File: src/rtl/udp_tx_frame_arbiter_if.sv
// Byte-wide AXI-Stream link used for both the source ports and the MAC-facing port
// of the UDP TX frame arbiter.
interface udp_tx_frame_arbiter_if #(
    parameter int DATA_WIDTH = 8
);
    logic [DATA_WIDTH-1:0] tdata;
    logic                  tvalid;
    logic                  tlast;
    logic                  tready;

    modport master (output tdata, output tvalid, output tlast, input tready);
    modport slave  (input tdata, input tvalid, input tlast, output tready);
endinterface

File: src/rtl/udp_tx_frame_arbiter.sv
// Two-source, frame-atomic round-robin arbiter onto the MAC TX byte stream,
// with a registered output stage, length truncation and debug counters.
module udp_tx_frame_arbiter #(
    parameter int DATA_WIDTH    = 8,
    parameter int MAX_FRAME_LEN = 1514,
    parameter int CNT_WIDTH     = 16
) (
    input  logic                   clk,
    input  logic                   rst,
    udp_tx_frame_arbiter_if.slave  s0_axis,
    udp_tx_frame_arbiter_if.slave  s1_axis,
    udp_tx_frame_arbiter_if.master m_axis,
    output logic                   m_src,
    output logic [CNT_WIDTH-1:0]   frames_0,
    output logic [CNT_WIDTH-1:0]   frames_1,
    output logic [7:0]             trunc_count
);

    typedef enum logic [1:0] {IDLE, PASS, DRAIN} state_t;

    localparam logic [15:0] MAX_LEN = 16'(MAX_FRAME_LEN);

    state_t                  state_q, state_d;
    logic                    grant_q, grant_d;
    logic                    last_grant_q, last_grant_d;
    logic [15:0]             byte_cnt_q, byte_cnt_d;
    logic [DATA_WIDTH-1:0]   tdata_q, tdata_d;
    logic                    tvalid_q, tvalid_d;
    logic                    tlast_q, tlast_d;
    logic                    src_q, src_d;
    logic [CNT_WIDTH-1:0]    frames0_q, frames0_d;
    logic [CNT_WIDTH-1:0]    frames1_q, frames1_d;
    logic [7:0]              trunc_q, trunc_d;

    logic                    can_load;
    logic                    win;
    logic                    sel;
    logic                    sel_valid;
    logic                    sel_last;
    logic [DATA_WIDTH-1:0]   sel_data;
    logic                    sel_rdy;
    logic                    accept;
    logic                    load;
    logic                    load_last;
    logic                    count;

    function automatic logic [7:0] sat_inc8(input logic [7:0] v);
        return (v == 8'hFF) ? v : v + 8'd1;
    endfunction

    // Source selection: in IDLE the contest winner, otherwise the locked grant.
    always_comb begin
        can_load  = ~tvalid_q | m_axis.tready;
        win       = (s0_axis.tvalid & s1_axis.tvalid) ? ~last_grant_q : s1_axis.tvalid;
        sel       = (state_q == IDLE) ? win : grant_q;
        sel_valid = sel ? s1_axis.tvalid : s0_axis.tvalid;
        sel_last  = sel ? s1_axis.tlast  : s0_axis.tlast;
        sel_data  = sel ? s1_axis.tdata  : s0_axis.tdata;
        case (state_q)
            IDLE:    sel_rdy = can_load & (s0_axis.tvalid | s1_axis.tvalid);
            PASS:    sel_rdy = can_load;
            default: sel_rdy = 1'b1;
        endcase
        accept = sel_valid & sel_rdy;
    end

    assign s0_axis.tready = sel_rdy & ~sel;
    assign s1_axis.tready = sel_rdy & sel;

    always_comb begin
        state_d      = state_q;
        grant_d      = grant_q;
        last_grant_d = last_grant_q;
        byte_cnt_d   = byte_cnt_q;
        tvalid_d     = tvalid_q;
        tdata_d      = tdata_q;
        tlast_d      = tlast_q;
        src_d        = src_q;
        frames0_d    = frames0_q;
        frames1_d    = frames1_q;
        trunc_d      = trunc_q;
        load         = 1'b0;
        load_last    = 1'b0;
        count        = 1'b0;

        case (state_q)
            IDLE: begin
                if (accept) begin
                    grant_d      = sel;
                    last_grant_d = sel;
                    byte_cnt_d   = 16'd1;
                    load         = 1'b1;
                    load_last    = sel_last;
                    count        = sel_last;
                    state_d      = sel_last ? IDLE : PASS;
                end
            end
            PASS: begin
                if (accept) begin
                    byte_cnt_d = byte_cnt_q + 16'd1;
                    load       = 1'b1;
                    if (sel_last) begin
                        load_last = 1'b1;
                        count     = 1'b1;
                        state_d   = IDLE;
                    end else if (byte_cnt_q + 16'd1 == MAX_LEN) begin
                        // Length limit hit: close the frame at the MAC and discard the rest.
                        load_last = 1'b1;
                        count     = 1'b1;
                        trunc_d   = sat_inc8(trunc_q);
                        state_d   = DRAIN;
                    end
                end
            end
            DRAIN: begin
                if (accept && sel_last) begin
                    state_d = IDLE;
                end
            end
            default: state_d = IDLE;
        endcase

        if (can_load) begin
            tvalid_d = load;
            if (load) begin
                tdata_d = sel_data;
                tlast_d = load_last;
                src_d   = sel;
            end
        end

        if (count) begin
            if (sel) frames1_d = frames1_q + CNT_WIDTH'(1);
            else     frames0_d = frames0_q + CNT_WIDTH'(1);
        end
    end

    always_ff @(posedge clk) begin
        if (rst) begin
            state_q      <= IDLE;
            grant_q      <= 1'b0;
            last_grant_q <= 1'b1;
            byte_cnt_q   <= '0;
            tvalid_q     <= 1'b0;
            tdata_q      <= '0;
            tlast_q      <= 1'b0;
            src_q        <= 1'b0;
            frames0_q    <= '0;
            frames1_q    <= '0;
            trunc_q      <= '0;
        end else begin
            state_q      <= state_d;
            grant_q      <= grant_d;
            last_grant_q <= last_grant_d;
            byte_cnt_q   <= byte_cnt_d;
            tvalid_q     <= tvalid_d;
            tdata_q      <= tdata_d;
            tlast_q      <= tlast_d;
            src_q        <= src_d;
            frames0_q    <= frames0_d;
            frames1_q    <= frames1_d;
            trunc_q      <= trunc_d;
        end
    end

    assign m_axis.tdata  = tdata_q;
    assign m_axis.tvalid = tvalid_q;
    assign m_axis.tlast  = tlast_q;
    assign m_src         = src_q;
    assign frames_0      = frames0_q;
    assign frames_1      = frames1_q;
    assign trunc_count   = trunc_q;

endmodule

File: src/flat_wrapper.sv
// flat-port wrapper written by rule: the top's interface ports become plain ports
module udp_tx_frame_arbiter_flat 
#(
    parameter int DATA_WIDTH    = 8,
    parameter int MAX_FRAME_LEN = 1514,
    parameter int CNT_WIDTH     = 16
)
  (clk, rst, m_src, frames_0, frames_1, trunc_count, s0_axis_tdata, s0_axis_tvalid, s0_axis_tlast, s0_axis_tready, s1_axis_tdata, s1_axis_tvalid, s1_axis_tlast, s1_axis_tready, m_axis_tdata, m_axis_tvalid, m_axis_tlast, m_axis_tready);
  udp_tx_frame_arbiter_if #(.DATA_WIDTH(DATA_WIDTH)) s0_axis_i ();
  udp_tx_frame_arbiter_if #(.DATA_WIDTH(DATA_WIDTH)) s1_axis_i ();
  udp_tx_frame_arbiter_if #(.DATA_WIDTH(DATA_WIDTH)) m_axis_i ();
  input  logic clk;
  input  logic rst;
  output logic m_src;
  output logic [CNT_WIDTH-1:0] frames_0;
  output logic [CNT_WIDTH-1:0] frames_1;
  output logic [7:0] trunc_count;
  input wire logic [$bits(s0_axis_i.tdata)-1:0] s0_axis_tdata;
  input wire logic [$bits(s0_axis_i.tvalid)-1:0] s0_axis_tvalid;
  input wire logic [$bits(s0_axis_i.tlast)-1:0] s0_axis_tlast;
  output wire logic [$bits(s0_axis_i.tready)-1:0] s0_axis_tready;
  input wire logic [$bits(s1_axis_i.tdata)-1:0] s1_axis_tdata;
  input wire logic [$bits(s1_axis_i.tvalid)-1:0] s1_axis_tvalid;
  input wire logic [$bits(s1_axis_i.tlast)-1:0] s1_axis_tlast;
  output wire logic [$bits(s1_axis_i.tready)-1:0] s1_axis_tready;
  output wire logic [$bits(m_axis_i.tdata)-1:0] m_axis_tdata;
  output wire logic [$bits(m_axis_i.tvalid)-1:0] m_axis_tvalid;
  output wire logic [$bits(m_axis_i.tlast)-1:0] m_axis_tlast;
  input wire logic [$bits(m_axis_i.tready)-1:0] m_axis_tready;
  assign s0_axis_i.tdata = s0_axis_tdata;
  assign s0_axis_i.tvalid = s0_axis_tvalid;
  assign s0_axis_i.tlast = s0_axis_tlast;
  assign s0_axis_tready = s0_axis_i.tready;
  assign s1_axis_i.tdata = s1_axis_tdata;
  assign s1_axis_i.tvalid = s1_axis_tvalid;
  assign s1_axis_i.tlast = s1_axis_tlast;
  assign s1_axis_tready = s1_axis_i.tready;
  assign m_axis_tdata = m_axis_i.tdata;
  assign m_axis_tvalid = m_axis_i.tvalid;
  assign m_axis_tlast = m_axis_i.tlast;
  assign m_axis_i.tready = m_axis_tready;
  udp_tx_frame_arbiter #(.DATA_WIDTH(DATA_WIDTH), .MAX_FRAME_LEN(MAX_FRAME_LEN), .CNT_WIDTH(CNT_WIDTH)) u_core (.clk(clk), .rst(rst), .s0_axis(s0_axis_i), .s1_axis(s1_axis_i), .m_axis(m_axis_i), .m_src(m_src), .frames_0(frames_0), .frames_1(frames_1), .trunc_count(trunc_count));
endmodule
File: config.mk
export PLATFORM = sky130hd
export DESIGN_NAME = udp_tx_frame_arbiter_flat
export DESIGN_NICKNAME = d
export VERILOG_FILES = /design/src/rtl/udp_tx_frame_arbiter_if.sv /design/src/rtl/udp_tx_frame_arbiter.sv /design/src/flat_wrapper.sv
export SDC_FILE = /design/constraint.sdc
export NUM_CORES = 1
export LEC_CHECK = 0
export BUFFER_PORTS_ARGS = -buffer_cell sky130_fd_sc_hd__clkbuf_2
export CAP_MARGIN = 10
export CORE_MARGIN = 10
export CORE_UTILIZATION = 23
export CTS_CLUSTER_DIAMETER = 60
export DETAILED_ROUTE_END_ITERATION = 10
export HOLD_SLACK_MARGIN = 0.05
export PLACE_DENSITY = 0.37
export SLEW_MARGIN = 20
export SYNTH_ARGS = -nofsm -noshare
export SYNTH_HDL_FRONTEND = slang
export SYNTH_SLANG_ARGS = --single-unit
File: constraint.sdc
create_clock -name clk -period 3.49 [get_ports clk]
set_input_delay 0.349 -clock clk [delete_from_list [all_inputs] [get_ports clk]]
set_output_delay 0.349 -clock clk [all_outputs]
set_load 0.05 [all_outputs]
Yosys cells after proc, flatten, opt, wreduce, memory -nomap -nowiden
Index checks and enable logic that the tools add are counted.
{"block": "op_classes", "addsub": 4, "n_eq_ne": 8, "muxes": 23, "bitwise_logic": 12, "reduce_logical": 11}
{"operator": "16-bit by 1-bit adder with 16-bit output (second input constant)", "count": 3}
{"operator": "16-bit 2-to-1 mux", "count": 2}
{"operator": "16-bit one-hot mux with 2 select lines", "count": 1}
{"operator": "16-bit by 11-bit == test with 1-bit output (second input constant)", "count": 1}
{"operator": "1-bit 2-to-1 mux", "count": 11}
{"operator": "2-bit 2-to-1 mux", "count": 5}
{"operator": "8-bit by 1-bit adder with 8-bit output (second input constant)", "count": 1}
{"operator": "8-bit == test (second input constant)", "count": 1}
{"operator": "8-bit 2-to-1 mux", "count": 1}
{"operator": "2-bit AND reduction", "count": 4}
{"operator": "2-bit by 1-bit != test with 1-bit output (second input constant)", "count": 3}
{"operator": "2-bit one-hot mux with 3 select lines", "count": 1}
{"operator": "1-bit bitwise AND", "count": 5}
{"operator": "1-bit NOT", "count": 5}
{"operator": "5-bit AND reduction", "count": 1}
{"operator": "1-bit one-hot mux with 2 select lines", "count": 2}
{"operator": "4-bit AND reduction", "count": 1}
{"operator": "3-bit by 1-bit != test with 1-bit output (second input constant)", "count": 1}
{"operator": "3-bit AND reduction", "count": 1}
{"operator": "2-bit by 1-bit == test with 1-bit output (second input constant)", "count": 1}
{"operator": "2-bit == test (second input constant)", "count": 1}
{"operator": "2-bit zero test", "count": 1}
{"operator": "1-bit bitwise OR", "count": 2}
{"operator": "2-bit nonzero test", "count": 1}
{"operator": "other kinds (2)", "count": 2}
{"block": "totals", "register_bits": 71, "inputBits": 23}

Logic depth before layout (Yosys ltp)
Gate-level depths: netlist of run 1.
{"block": "logic_depth", "word_depth": 8, "depth_mapped": 11, "ltp_nobuf": 9}

Worst setup path before layout of run 1
OpenSTA, ideal clock, no wires.
{"block": "synth_path", "kind": "flip-flop to flip-flop", "startpoint": "register u_core.byte_cnt_q[0]", "endpoint": "register u_core.frames0_q[10] (netlist: u_core.frames_0[10])", "setup_ns": 0.071, "arrival_ns": 2.755, "t_required_ns": 3.419, "path_slack_ns": 0.665, "stages_incl_launch_ff": 10, "cell_sequence": "dfxtp_1 > ha_1 > nand3_2 > or3_1 > a221o_1 > nor4_4 > a31oi_1 > buf_2 > or4_1 > a21oi_1"}
{"block": "synth_between", "elab_chain_cells": 7}
{"item": "from (decl)", "line": "udp_tx_frame_arbiter.sv:26", "text": "logic [15:0] byte_cnt_q, byte_cnt_d;"}
{"item": "from (signal assigned)", "line": "udp_tx_frame_arbiter.sv:155", "text": "byte_cnt_q <= byte_cnt_d;"}
{"item": "16-bit by 1-bit adder with 16-bit output", "line": "udp_tx_frame_arbiter.sv:106", "text": "end else if (byte_cnt_q + 16'd1 == MAX_LEN) begin"}
{"item": "16-bit by 11-bit == test with 1-bit output", "line": "udp_tx_frame_arbiter.sv:106"}
{"item": "1-bit 2-to-1 mux", "line": "udp_tx_frame_arbiter.sv:106"}
{"item": "1-bit 2-to-1 mux", "line": "udp_tx_frame_arbiter.sv:102", "text": "if (sel_last) begin"}
{"item": "1-bit 2-to-1 mux", "line": "udp_tx_frame_arbiter.sv:99", "text": "if (accept) begin"}
{"item": "1-bit one-hot mux with 2 select lines", "line": "udp_tx_frame_arbiter.sv:86", "text": "case (state_q)"}
{"item": "2-bit AND reduction (no source line)"}
{"item": "to (signal assigned)", "line": "udp_tx_frame_arbiter.sv:160", "text": "frames0_q <= frames0_d;"}
{"item": "to (decl)", "line": "udp_tx_frame_arbiter.sv:31", "text": "logic [CNT_WIDTH-1:0] frames0_q, frames0_d;"}
No other way between the ends.
A chain may end at the register's enable or synchronous reset.

Final worst setup path of run 1
{"block": "layout_path", "startpoint": "register u_core.byte_cnt_q[0]", "endpoint": "register u_core.frames0_q[4] (netlist: u_core.frames_0[4])"}
The elaborated chain is that of the path after synthesis.

==> flow_metrics.tcl, run 1 <==
set metrics [dict create \
    outcome "complete, no violations" \
    drt_iter0_drc 203 \
    r2r_start "u_core.byte_cnt_q[0]$_SDFFE_PP0P_" \
    finalCritPeriodShare 0.935 \
    cts_buffers 9 \
    final_hold_viol_count 0 \
    synth_nets 484 \
    fin_area_mm2 0.00465 \
    cp_num_buf_inv 1 \
    cp.arrival_ns 3.54 \
    layout-drive-gt1-share 0.216 \
    syn_avg_cell_area_um2 8.14 \
    antenna_cells_inserted 0 \
    ys_types 51 \
    die_w_um 147 \
    async_flop_share 0 \
    dpl_cell_area_mm2 0.00433 \
    seq_area_frac_synth 0.383 \
    clk_latency_ns 0.35 \
    place_ws_ns 0.279 \
    dp_hpwl_um 8240 \
    p_leak_nw 1.70 \
    hp-start "m_axis_tready" \
    slowest_delay_ns 0.48 \
    n_fill_cell 1739 \
    cp_max_fo 15 \
    syn_inst 456 \
    pwr-share-clk 0.464 \
    gr-usage-all-layers 0.109 \
    crit_path_cell_trace "ha_1 > nand3_2 > or3_1 > a221o_1 > nor4_4 > a31oi_2 > buf_4 > or3_1 > a21oi_1" \
    first_pass_iters 4 \
    htreeDepth 3 \
    clock-sinks 71 \
    antenna_found_initial 0 \
    io_pins 76 \
    pwr_density_cell_mw_per_mm2 452 \
    finish.net_count 551 \
    power_mw 2.10 \
    synth-edff-count 0 \
    min_path_type "in2reg" \
    period_minus_slack_ns 3.26 \
    cap_violations 0 \
    end_kind "register" \
    drv_slew 0 \
    hold-worst-slack_ns 0.327 \
    p_switching_mw 0.578 \
    p_int_mw 1.52 \
    max-slew-margin-rel 0.388 \
    cp_common_cell "or3_1" \
    holdBufCountCts 0 \
    via_count 3627 \
    grt-ovfl-total 0 \
    final_cell_count_no_fill 744 \
    seqPwrFrac 0.405 \
    area.growth.synth_to_final_pct 25.2 \
    multiInputGateArea_mm2 0.00214 \
    routedWlPerCell_um 15.4 \
    timing.final.ws_setup_ns 0.227 \
    drc 0 \
    gp_congestion 0.755 \
    required_ns 3.76 \
    vdd_drop_max_mv 0.219 \
    synth_flop_cell "dfxtp_1" \
    clk_transition_reported_paths_ns 0.06 \
    grt_pass1_vias 3505 \
    fin_tns_setup_ns 0 \
    rsz0062_at_grt "false" \
    tritoncts "done" \
    ys_ff_latch 71 \
    skew_ns 0.00751 \
    startpoint_type "register" \
    dieArea_mm2 0.0216 \
    wirelength_um 11500 \
    post-route-util 0.294 \
    vias_per_cell 4.88 \
    grt_max_degree 43 \
    clock_path_buffers 2 \
    start_util 0.235 \
    crit_type "reg2reg" \
    placed_cells 728 \
    slowest_stage "nor4_4" \
    seqCellArea_mm2 0.00142 \
    clockRootBuffer "clkbuf_16" \
    port_buffers 75 \
    swShare 0.275 \
    cpLargestDelayFamily "simple AND/OR/NAND/NOR gates" \
    grt_pass1_wl_um 18900 \
    rows 46 \
    setup_viol 0 \
    comb_power_share 0.131 \
    tightest_slew_ns 0.918 \
    syn_area_mm2 0.00371 \
    synth_warnings 0 \
    die_h_um 147 \
    ant_nets 0 \
    core_area_mm2 0.0158 \
    fmax_mhz 306 \
    startpoint "u_core.byte_cnt_q[0]$_SDFFE_PP0P_" \
]
-- sequential cells by signal, summed over array words and instances (netlist names) --
| signal | cells |
|---|---|
| u_core.m_axis.tvalid | 1 |
| u_core.byte_cnt_q | 16 |
| u_core.frames_1 | 16 |
| u_core.trunc_count | 8 |
| u_core.m_axis.tlast | 1 |
| u_core.m_axis.tdata | 8 |
| u_core.grant_q | 1 |
| u_core.frames_0 | 16 |
| u_core.last_grant_q | 1 |
| u_core.state_q | 2 |
| u_core.m_src | 1 |
-- final timing paths --
| kind | to | cells past startpoint | slack, ns |
|---|---|---|---|
| setup / recovery | u_core.frames_0[4]$_SDFFE_PP0P_ | 9 | 0.23 |
| hold reg to reg | u_core.m_axis.tlast$_SDFFE_PP0P_ | 2 | 0.46 |
| hold / removal | u_core.m_axis.tvalid$_SDFFE_PP0N_ | 3 | 0.33 |
| setup reg to reg | u_core.frames_0[4]$_SDFFE_PP0P_ | 9 | 0.23 |
-- placed cells by master (no fill, tap or decap), types with 9 or more instances in the layout --
cell type / instances
nand3_1: 22
clkbuf_16: 9
or3_1: 22
nor3_1: 9
a21oi_1: 44
buf_4: 11
o21ai_0: 29
dfxtp_1: 71
nand2_1: 27
or4_1: 16
nor2_1: 40
o31ai_1: 14
inv_1: 13
a22oi_1: 10
mux2i_1: 17
clkbuf_2: 75
nand4_1: 11
-- layer usage --
| metal | share of wire | vias to the layer above | global-route usage |
|---|---|---|---|
| met5 | 0 | - | 0 |
| met4 | 0.017 | 0 | 0.0456 |
| met3 | 0.052 | 17 | 0.0338 |
| met2 | 0.46 | 58 | 0.170 |
| met1 | 0.47 | 1709 | 0.135 |
| li1 | - | 1843 | - |
-- kinds of logic (layout without fill, tap and decap cells) --
| family | after synthesis | after routing | synth area share |
|---|---|---|---|
| adder cells (fa/ha/maj) | 5 | 5 | 0.0169 |
| AND/OR/NAND/NOR | 180 | 180 | 0.263 |
| XOR/XNOR | 7 | 7 | 0.0165 |
| flip-flops | 71 | 71 | 0.383 |
| AO/OA/AOI/OAI | 127 | 127 | 0.212 |
| buffers and inverters | 43 | 115 | 0.0455 |
| multiplexers | 23 | 23 | 0.0640 |
-- synth_stat cells, drive strengths merged (3+ instances only) --
master	n	area (µm²)
a211oi	8	60.1
a21oi	45	225
a22oi	10	75.1
a31oi	3	18.8
and2	4	25.0
and3	8	50.1
buf	8	37.5
clkbuf	22	82.6
dfxtp	71	1420
ha	5	62.6
inv	13	48.8
mux2	6	67.6
mux2i	17	170
nand2	27	101
nand2b	3	18.8
nand3	23	120
nand4	11	68.8
nor2	40	150
nor2b	5	31.3
nor3	9	45.0
nor4	6	58.8
o21ai	29	145
o31ai	14	105
or3	22	138
or4	16	120
xor2	6	52.6
-- area by class of cell --
class / count / area share
multi-input cells: 342 / 0.460
flip-flops and latches: 71 / 0.306
repair buffers: 86 / 0.0985
clock buffers: 14 / 0.0590
well taps: 216 / 0.0582
inverters: 13 / 0.0105
clock inverters: 2 / 0.00808
-- power groups by stage --
stage / clock [mW] / combinational (mW) / sequential [mW]
global route: 1.05 / 0.299 / 0.854
global placement: 0 / 0.277 / 0.868
detailed placement: 0 / 0.279 / 0.868
CTS: 1.02 / 0.279 / 0.851
floorplan: 0 / 0.131 / 0.929
finish: 0.975 / 0.274 / 0.851
-- worst reg2reg max path, cell delays in order (launching register included) --
cell and delay [ns]:
dfxtp_1 0.46, ha_1 0.31, nand3_2 0.18, or3_1 0.35, a221o_1 0.38, nor4_4 0.48, a31oi_2 0.27, buf_4 0.26
or3_1 0.35, a21oi_1 0.15
-- repair_timing --
action,4_1_cts,5_1_grt
buffers inserted,0,0
hold endpoints to repair,0,0
gates resized for setup,0,1
endpoints found under the setup margin,0,1
Note: power is estimated with default switching activity, not from simulation.
==> run 2, diff against run 1 <==
--- a/config.mk
+++ b/config.mk
@@ -5,6 +5,7 @@
 export SDC_FILE = /design/constraint.sdc
 export NUM_CORES = 1
 export LEC_CHECK = 0
+export ABC_AREA = 1
 export BUFFER_PORTS_ARGS = -buffer_cell sky130_fd_sc_hd__clkbuf_2
 export CAP_MARGIN = 10
 export CORE_MARGIN = 10
==> run 2 against run 1 <==
Clock power decreased by 3.5%. Synthesized cell count is 34% higher. Critical path depth is 6 higher. Largest cell class unchanged. Via count is 16% higher. Non-clock buffer count down 7. Register-to-register slack better by 0.48 ns. Die area up 12%. Routed wire length increased by 15%. First-iteration DRC count rose by 26%.
==> flow_metrics.tcl, run 2 <==
set metrics [dict create \
    gr-usage-all-layers 0.110 \
    ys_ff_latch 71 \
    htreeDepth 3 \
    port_buffers 75 \
    swShare 0.462 \
    seq_area_frac_synth 0.334 \
    clock-sinks 71 \
    post-route-util 0.282 \
    post_cts_resized 0 \
    first_pass_iters 4 \
    pwr_density_cell_mw_per_mm2 693 \
    clk_latency_ns 0.34 \
    synth_top_area_cell "dfxtp_1" \
    antenna_found_initial 0 \
    antenna_cells_inserted 0 \
    placed_cells 893 \
    fin_area_mm2 0.00509 \
    clock_path_buffers 2 \
    skew_ns 0.00710 \
    dp_hpwl_um 9450 \
    ys_top_cells_by_count "nand2_1 (143), dfxtp_1 (71), inv_1 (59)" \
    final_cell_count_no_fill 909 \
    cts_buffers 9 \
    p_leak_nw 1.92 \
    drt_iter0_drc 255 \
    die_w_um 156 \
    crit_type "reg2reg" \
    p_switching_mw 1.63 \
    final_hold_viol_count 0 \
    n_fill_cell 1985 \
    grt_max_degree 49 \
    rows 49 \
    final_cell_mix "nand2_1 (143), clkbuf_2 (75), dfxtp_1 (71)" \
    yosys-top-cells-area "dfxtp_1 (33%), nand2_1 (13%), nand4_1 (6.0%)" \
    routedWlPerCell_um 14.5 \
    drc 0 \
    finalCritPeriodShare 0.797 \
    ys_types 35 \
    holdBufCountCts 0 \
    core_area_mm2 0.0181 \
    finish.net_count 703 \
    fin_tns_setup_ns 0 \
    final_common_cell "nand2_1" \
    syn_inst 611 \
    synth_flop_cell "dfxtp_1" \
    gp_congestion 0.828 \
    dieArea_mm2 0.0243 \
    vdd_drop_max_mv 0.419 \
    drv_slew 0 \
    rsz0062_at_grt "false" \
    grt-ovfl-total 0 \
    cp_max_fo 33 \
    comb_power_share 0.422 \
    area.growth.synth_to_final_pct 19.8 \
    grt_pass1_vias 4267 \
    synth_top_area_frac 0.334 \
    fmax_mhz 359 \
    required_ns 3.76 \
    setup_viol 0 \
    ant_nets 0 \
    post-synth-top-count-cell "nand2_1" \
    dpl_cell_area_mm2 0.00479 \
    cap_violations 0 \
    grt_pass1_wl_um 21600 \
    tightest_slew_ns 0.734 \
    clockRootBuffer "clkbuf_16" \
    clk_transition_reported_paths_ns 0.06 \
    syn_avg_cell_area_um2 6.96 \
    pwr-share-clk 0.267 \
    startpoint_type "register" \
    via_count 4190 \
    die_h_um 156 \
    end_kind "register" \
    synth_warnings 0 \
    wirelength_um 13200 \
    syn_area_mm2 0.00425 \
    async_flop_share 0 \
    cp.arrival_ns 3.05 \
    layout-drive-gt1-share 0.194 \
    max-slew-margin-rel 0.510 \
    tritoncts "done" \
    period_minus_slack_ns 2.78 \
    outcome "complete, no violations" \
    synth-edff-count 0 \
    min_path_type "in2reg" \
    synth_nets 639 \
    vias_per_cell 4.61 \
    p_int_mw 1.90 \
    io_pins 76 \
    postCtsSetupBuffers 0 \
    seqPwrFrac 0.312 \
    start_util 0.235 \
]
run 2: cell count changes in the layout (fill, tap and decap cells not counted), sizes merged, moves of 13 or more:
cell,delta
or4,-16
or3,-22
mux2i,-17
nor2,+24
nand4,+30
xnor2,+13
o31ai,-14
inv,+50
nand2,+124
run 2: kinds of logic (layout without fill, tap and decap cells):
| logic type | Yosys count | in the layout | share of synthesized area |
|---|---|---|---|
| buffers and inverters | 90 | 159 | 0.0948 |
| XOR/XNOR | 29 | 29 | 0.0598 |
| adder cells (fa/ha/maj) | 5 | 5 | 0.0147 |
| AO/OA/AOI/OAI | 105 | 105 | 0.150 |
| flip-flops | 71 | 71 | 0.334 |
| AND/OR/NAND/NOR | 311 | 311 | 0.346 |
run 2: worst max-delay path, stage by stage (launching register included):
cell     delay [ns]
dfxtp_1        0.42
ha_1           0.29
inv_1          0.09
nor2_2         0.22
nand3_1        0.10
nand2_1        0.07
nand2_1        0.09
nor2_1         0.10
nand2_1        0.05
nor2_1         0.22
nand3_2        0.14
nand2_4        0.34
nand3_4        0.29
nand2_1        0.12
nand2_1        0.06
nor2_1         0.11
run 2: layout make-up:
type	count	area (µm²)	share of cell area
sequential	71	1420	0.279
multi-input combinational	450	2430	0.476
timing repair buffer	79	418	0.0821
tap	229	287	0.0563
clock inverter	5	57.6	0.0113
clock buffer	11	243	0.0477
inverter	64	240	0.0472
run 2: per-layer routing:
metal  part of all wire  GRT usage  routed length (µm)
met1               0.50      0.142                6570
met2               0.43      0.167                5720
met3              0.050     0.0295                 653
met4              0.017     0.0477                 227
met5                  0          0                   0
run 2: stage by stage:
step / total power [mW] / hold slack [ns] / worst slack, ns
global route: 3.79 / 0.260 / 0.292
CTS: 3.59 / 0.242 / 0.657
finish: 3.53 / 0.257 / 0.708
detailed placement: 2.62 / 0.467 / 0.665
global placement: 2.61 / 0.458 / 0.763
floorplan: 2.31 / 0.429 / 1.36
run 2: worst paths after layout:
check                                     from                                   to  slack [ns]  cells past startpoint
max          u_core.byte_cnt_q[1]$_SDFFE_PP0P_      u_core.frames_1[1]$_SDFFE_PP0P_        0.71                     15
min                           s0_axis_tdata[3]  u_core.m_axis.tdata[3]$_SDFFE_PP0P_        0.26                      3
max reg2reg  u_core.byte_cnt_q[1]$_SDFFE_PP0P_      u_core.frames_1[1]$_SDFFE_PP0P_        0.71                     15
min reg2reg   u_core.last_grant_q$_SDFFE_PP1P_     u_core.last_grant_q$_SDFFE_PP1P_        0.48                      2
run 2: power by group through the flow:
stage | clock [mW] | sequential, mW | combinational [mW]
finish | 0.941 | 1.10 | 1.49
global route | 1.01 | 1.12 | 1.66
CTS | 0.980 | 1.10 | 1.51
detailed placement | 0 | 1.12 | 1.50
global placement | 0 | 1.12 | 1.49
floorplan | 0 | 1.29 | 1.02
